### src/rtl/pit_fib_requester.sv
// PIT-side initiator for the PIT<->FIB link: forwards one interest and buffers the FIB reply.
// Optional WAIT_FIB timeout is compiled in with `define PIT_FIB_TIMEOUT_EN.
module pit_fib_requester #(
    parameter int MAX_BYTES      = 63,
    parameter int TIMEOUT_CYCLES = 1024
) (
    input  logic        clk,
    input  logic        rst,
    input  logic        req_valid,
    input  logic [63:0] req_prefix,
    input  logic [5:0]  req_len,
    output logic        req_ready,
    output logic [63:0] pit_in_prefix,
    output logic [5:0]  pit_in_len,
    output logic        start_send_to_pit,
    output logic        fib_out_bit,
    input  logic        rejected,
    input  logic        prefix_ready,
    input  logic [63:0] pit_out_prefix,
    input  logic [5:0]  pit_out_len,
    input  logic [7:0]  out_data,
    output logic        rsp_valid,
    input  logic        rsp_ack,
    output logic [1:0]  rsp_status,
    output logic [63:0] rsp_prefix,
    output logic [5:0]  rsp_len,
    input  logic [5:0]  rsp_rd_addr,
    output logic [7:0]  rsp_rd_data
);

    typedef enum logic [2:0] {IDLE, SEND, WAIT_FIB, RECV, DONE} state_t;

    localparam logic [1:0] ST_OK        = 2'b00;
    localparam logic [1:0] ST_REJECTED  = 2'b01;
    localparam logic [1:0] ST_TIMEOUT   = 2'b10;
    localparam logic [1:0] ST_TRUNCATED = 2'b11;

    localparam logic [5:0] MAX_LEN    = 6'(MAX_BYTES);
    localparam int         TIMER_W    = $clog2(TIMEOUT_CYCLES + 1);
    localparam logic [TIMER_W-1:0] TIMER_LAST = TIMER_W'(TIMEOUT_CYCLES - 1);
`ifdef PIT_FIB_TIMEOUT_EN
    localparam bit TIMEOUT_EN = 1'b1;
`else
    localparam bit TIMEOUT_EN = 1'b0;
`endif

    state_t               state;
    logic [5:0]           cnt;
    logic [5:0]           last_idx;
    logic [TIMER_W-1:0]   timer;
    logic [7:0]           buffer [0:63];

    always_ff @(posedge clk) begin
        if (rst) begin
            state             <= IDLE;
            req_ready         <= 1'b1;
            start_send_to_pit <= 1'b0;
            fib_out_bit       <= 1'b0;
            rsp_valid         <= 1'b0;
            pit_in_prefix     <= '0;
            pit_in_len        <= '0;
            rsp_prefix        <= '0;
            rsp_len           <= '0;
            rsp_status        <= ST_OK;
            cnt               <= '0;
            last_idx          <= '0;
            timer             <= '0;
        end else begin
            start_send_to_pit <= 1'b0;
            case (state)
                IDLE: begin
                    if (req_valid) begin
                        pit_in_prefix     <= req_prefix;
                        pit_in_len        <= req_len;
                        req_ready         <= 1'b0;
                        start_send_to_pit <= 1'b1;
                        fib_out_bit       <= 1'b1;
                        state             <= SEND;
                    end
                end
                SEND: begin
                    timer <= '0;
                    state <= WAIT_FIB;
                end
                WAIT_FIB: begin
                    // A rejection outranks a simultaneous prefix_ready; any reply outranks expiry.
                    if (rejected) begin
                        rsp_status  <= ST_REJECTED;
                        rsp_len     <= '0;
                        fib_out_bit <= 1'b0;
                        rsp_valid   <= 1'b1;
                        state       <= DONE;
                    end else if (prefix_ready) begin
                        rsp_prefix <= pit_out_prefix;
                        rsp_len    <= (pit_out_len > MAX_LEN) ? MAX_LEN : pit_out_len;
                        rsp_status <= (pit_out_len > MAX_LEN) ? ST_TRUNCATED : ST_OK;
                        cnt        <= '0;
                        last_idx   <= pit_out_len - 6'd1;
                        if (pit_out_len == 6'd0) begin
                            fib_out_bit <= 1'b0;
                            rsp_valid   <= 1'b1;
                            state       <= DONE;
                        end else begin
                            state <= RECV;
                        end
                    end else if (TIMEOUT_EN && timer == TIMER_LAST) begin
                        rsp_status  <= ST_TIMEOUT;
                        rsp_len     <= '0;
                        fib_out_bit <= 1'b0;
                        rsp_valid   <= 1'b1;
                        state       <= DONE;
                    end else begin
                        timer <= timer + 1'b1;
                    end
                end
                RECV: begin
                    cnt <= cnt + 6'd1;
                    if (cnt == last_idx) begin
                        fib_out_bit <= 1'b0;
                        rsp_valid   <= 1'b1;
                        state       <= DONE;
                    end
                end
                DONE: begin
                    if (rsp_ack) begin
                        rsp_valid <= 1'b0;
                        req_ready <= 1'b1;
                        state     <= IDLE;
                    end
                end
                default: state <= IDLE;
            endcase
        end
    end

    // NOTE: payload storage has no reset; contents are only meaningful below rsp_len.
    always_ff @(posedge clk) begin
        if (!rst && state == RECV && cnt < MAX_LEN) begin
            buffer[cnt] <= out_data;
        end
    end

    always_comb begin
        rsp_rd_data = 8'h00;
        if (rsp_rd_addr < rsp_len) begin
            rsp_rd_data = buffer[rsp_rd_addr];
        end
    end

endmodule

### config.mk
export PLATFORM = sky130hd
export DESIGN_NAME = pit_fib_requester
export DESIGN_NICKNAME = d
export VERILOG_FILES = /design/src/rtl/pit_fib_requester.sv
export SDC_FILE = /design/constraint.sdc
export NUM_CORES = 1
export LEC_CHECK = 0
export BUFFER_PORTS_ARGS = -buffer_cell sky130_fd_sc_hd__buf_2
export CAP_MARGIN = 0
export CORE_UTILIZATION = 60
export DETAILED_ROUTE_END_ITERATION = 12
export PLACE_DENSITY = 0.9
export SYNTH_ARGS = -nofsm -noshare
export SYNTH_HDL_FRONTEND = slang
export SYNTH_SLANG_ARGS = --single-unit
### constraint.sdc
create_clock -name clk -period 3.9 [get_ports clk]
set_input_delay 0.78 -clock clk [delete_from_list [all_inputs] [get_ports clk]]
set_output_delay 0.78 -clock clk [all_outputs]
set_load 0.02 [all_outputs]
==> flow_summary.json <==
{
  "status": "finished clean",
  "final_nets": 2265,
  "cts_num_sinks": 673,
  "grt_max_degree": 95,
  "seqPwrFrac": 0.511,
  "root_buffer": "clkbuf_16",
  "synth_ff_type": "edfxtp_1",
  "hpwl_um": 43800,
  "switching_share": 0.218,
  "min_period_ns": 3.83,
  "cts_inserted_buffers": 67,
  "num_vias": 16694,
  "core_area_um2": 43000,
  "cts_tree": "yes",
  "first_pass_iters": 5,
  "max_freq_mhz": 261,
  "finalCritPeriodShare": 0.982,
  "track_usage": 0.307,
  "hold_viol": 0,
  "routed_wl_um": 67800,
  "end_kind": "output pin",
  "antenna_left": 0,
  "die_x_um": 211,
  "synthArstFlopShare": 0,
  "p_leak_nw": 11.2,
  "clk_path_buf_depth": 3,
  "hold_class": "in -> reg",
  "cp_common_cell": "buf_2",
  "ys_ff_latch": 673,
  "final_util": 0.719,
  "gp_congestion": 0.975,
  "p_per_area_nw_per_um2": 496,
  "synth-edff-count": 512,
  "fin_area_um2": 30900,
  "tightest_slew_ns": 1.31,
  "required_ns": 3.12,
  "place_inst": 2612,
  "place_area_um2": 28600,
  "path_clk_slew_ns": 0.06,
  "grt_pass1_wl_um": 99700,
  "peakVddDrop_mv": 0.404,
  "fin_worst_skew_ns": 0.0198,
  "netlist_area_um2": 26100,
  "ys_seq_area_frac": 0.712,
  "htree_num_levels": 3,
  "rsz0062_at_grt": "yes",
  "wl_per_cell_um": 24.8,
  "clkPwrFrac": 0.417,
  "avgSynthCellArea_um2": 15.0,
  "setup_viol_count_final": 0,
  "p_int_mw": 12.0,
  "crit_path_start_kind": "input port",
  "dieHeight_um": 211,
  "drv_slew": 0,
  "io_pins": 314,
  "postSynthCellCount": 1740,
  "clkLatencyLatePin_ns": 0.59,
  "drtIter0Drc": 1739,
  "start_util": 0.608,
  "layout.cells.non_filler": 2734,
  "antenna_found_initial": 6,
  "syn_nets": 1908,
  "synth_cell_types": 56,
  "rows": 76,
  "synthToLayoutAreaGrowth_pct": 18.3,
  "crit_fanout": 21,
  "slew_headroom": 0.129,
  "power_mw": 15.3,
  "p_sw_mw": 3.34,
  "grt_pass1_vias": 16900,
  "drive_gt1_frac": 0.277,
  "avgViaCountPerCell": 6.11,
  "portBuffers": 313,
  "cp.arrival_ns": 3.05,
  "path_cells": "buf_2 > buf_4 > and2_1 > a22oi_1 > a21oi_1 > or3_1 > o31ai_1 > buf_2",
  "gr-total-overflow": 0,
  "maxCapViolCount": 0,
  "power_frac_comb": 0.071,
  "cpMaxStageDelayCell": "and2_1",
  "slowest_delay_ns": 0.45,
  "hold_buffers": 0,
  "path_class": "in -> out",
  "dieArea_um2": 44400,
  "yosysWarnings": 0,
  "drc_errors": 0
}
==> layer usage <==
layer	wire, µm	vias up	track usage	part of all wire
li1	-	7250	-	-
met1	23000	8200	0.358	0.34
met2	34300	1035	0.523	0.51
met3	6560	207	0.0715	0.097
met4	3960	2	0.175	0.058
met5	10	-	0	0.00015
==> critical path: cells and delay by family <==
| family | cells | cell delay (ns) |
|---|---|---|
| AO/OA/AOI/OAI | 3 | 0.86 |
| buffers and inverters | 3 | 0.59 |
| AND/OR/NAND/NOR | 2 | 0.81 |
==> cell usage after synthesis, types with 2 or more instances <==
library cell / n / area, µm²
a211oi_2: 2 / 25.0
and3_1: 2 / 12.5
ha_1: 8 / 100
dfxtp_1: 161 / 3220
buf_2: 18 / 90.1
clkbuf_1: 65 / 244
o31ai_1: 8 / 60.1
o21a_1: 2 / 15.0
nor2b_1: 12 / 75.1
xnor2_1: 4 / 35.0
inv_1: 10 / 37.5
nand4_1: 4 / 25.0
a211oi_1: 14 / 105
or2_2: 2 / 12.5
nor3_1: 6 / 30.0
mux4_2: 86 / 1940
or3_1: 8 / 50.1
buf_1: 7 / 26.3
buf_8: 3 / 45.0
a21oi_1: 162 / 811
a22oi_1: 58 / 435
buf_6: 10 / 113
buf_4: 3 / 22.5
nand3b_1: 9 / 67.6
nor2_1: 96 / 360
mux2i_1: 129 / 1290
xor2_1: 10 / 87.6
nand3_1: 4 / 20.0
nor4_1: 3 / 18.8
nand2b_1: 4 / 25.0
a31oi_1: 2 / 12.5
mux2_2: 2 / 22.5
edfxtp_1: 512 / 15400
nand2_1: 292 / 1100
==> cells by family (layout without fill, tap and decap cells) <==
| family | count (synthesis) | in the layout | share of synthesized area |
|---|---|---|---|
| adder cells (fa/ha/maj) | 8 | 8 | 0.00383 |
| AND/OR/NAND/NOR | 451 | 451 | 0.0718 |
| XOR/XNOR | 14 | 14 | 0.00469 |
| multiplexers | 217 | 217 | 0.124 |
| flip-flops | 673 | 673 | 0.712 |
| AO/OA/AOI/OAI | 260 | 260 | 0.0603 |
| other | 0 | 6 | 0 |
| buffers and inverters | 117 | 520 | 0.0229 |
==> cells in the final DEF (no fill, tap or decap), types with 14 or more instances in the layout <==
| cell type | instances |
|---|---|
| buf_4 | 72 |
| a22oi_1 | 56 |
| clkbuf_1 | 15 |
| mux2i_1 | 129 |
| a21oi_1 | 161 |
| clkbuf_16 | 72 |
| edfxtp_1 | 512 |
| mux4_2 | 86 |
| a211oi_1 | 14 |
| nor2_1 | 95 |
| buf_2 | 310 |
| nand2_1 | 292 |
| dfxtp_1 | 161 |
==> metrics by stage <==
| stage | worst slack (ns) | TNS [ns] | hold WS (ns) |
|---|---|---|---|
| 2_1_floorplan | 0.604 | 0 | 0.489 |
| 3_3_place_gp | 0.159 | 0 | 0.439 |
| 3_5_place_dp | 0.0277 | 0 | 0.446 |
| 4_1_cts | 0.0126 | 0 | 0.414 |
| 5_1_grt | -0.00854 | -0.0169 | 0.425 |
| 6_report | 0.0696 | 0 | 0.434 |
==> final timing paths <==
kind / slack [ns] / startpoint / cells past startpoint / end
hold / removal: 0.43 / pit_out_prefix[38] / 3 / rsp_prefix[38]$_SDFFE_PP0P_
hold reg to reg: 0.45 / pit_in_prefix[9]$_SDFFE_PP0P_ / 2 / pit_in_prefix[9]$_SDFFE_PP0P_
setup / recovery: 0.07 / rsp_rd_addr[1] / 8 / rsp_rd_data[2]
setup reg to reg: 0.33 / cnt[4]$_SDFFE_PP0P_ / 5 / buffer[17][4]$_DFFE_PP_
==> timing repair <==
item	in CTS	in global routing
endpoints found under the hold margin	0	0
resized for setup	3	10
buffers inserted	1	0
endpoints found under the setup margin	8	8
pin swaps	1	1
==> state kept, by name, indices dropped and copies added, names as in the netlist, 2 cells and up <==
name	count
buffer	512
state	3
rsp_status	2
rsp_len	6
last_idx	6
rsp_prefix	64
pit_in_prefix	64
pit_in_len	6
cnt	6
==> area by class of cell <==
type                       instances  area (µm²)
sequential                       673       18600
fill                            2654       12100
multi-input combinational        950        7000
timing repair buffer             395        2350
clock buffer                      89        1890
tap                              585         732
clock inverter                    26         285
inverter                          10        37.5
antenna                            6        15.0
==> power groups by stage <==
stage          Sequential, mW  Combinational, mW  Clock, mW
6_report                 7.83               1.09       6.40
5_1_grt                  7.84               1.16       6.72
4_1_cts                  7.83               1.08       6.45
3_5_place_dp             7.98               1.06          0
3_3_place_gp             7.98               1.02          0
2_1_floorplan            8.07              0.529          0
No activity file was read; power rests on OpenSTA's default activity.
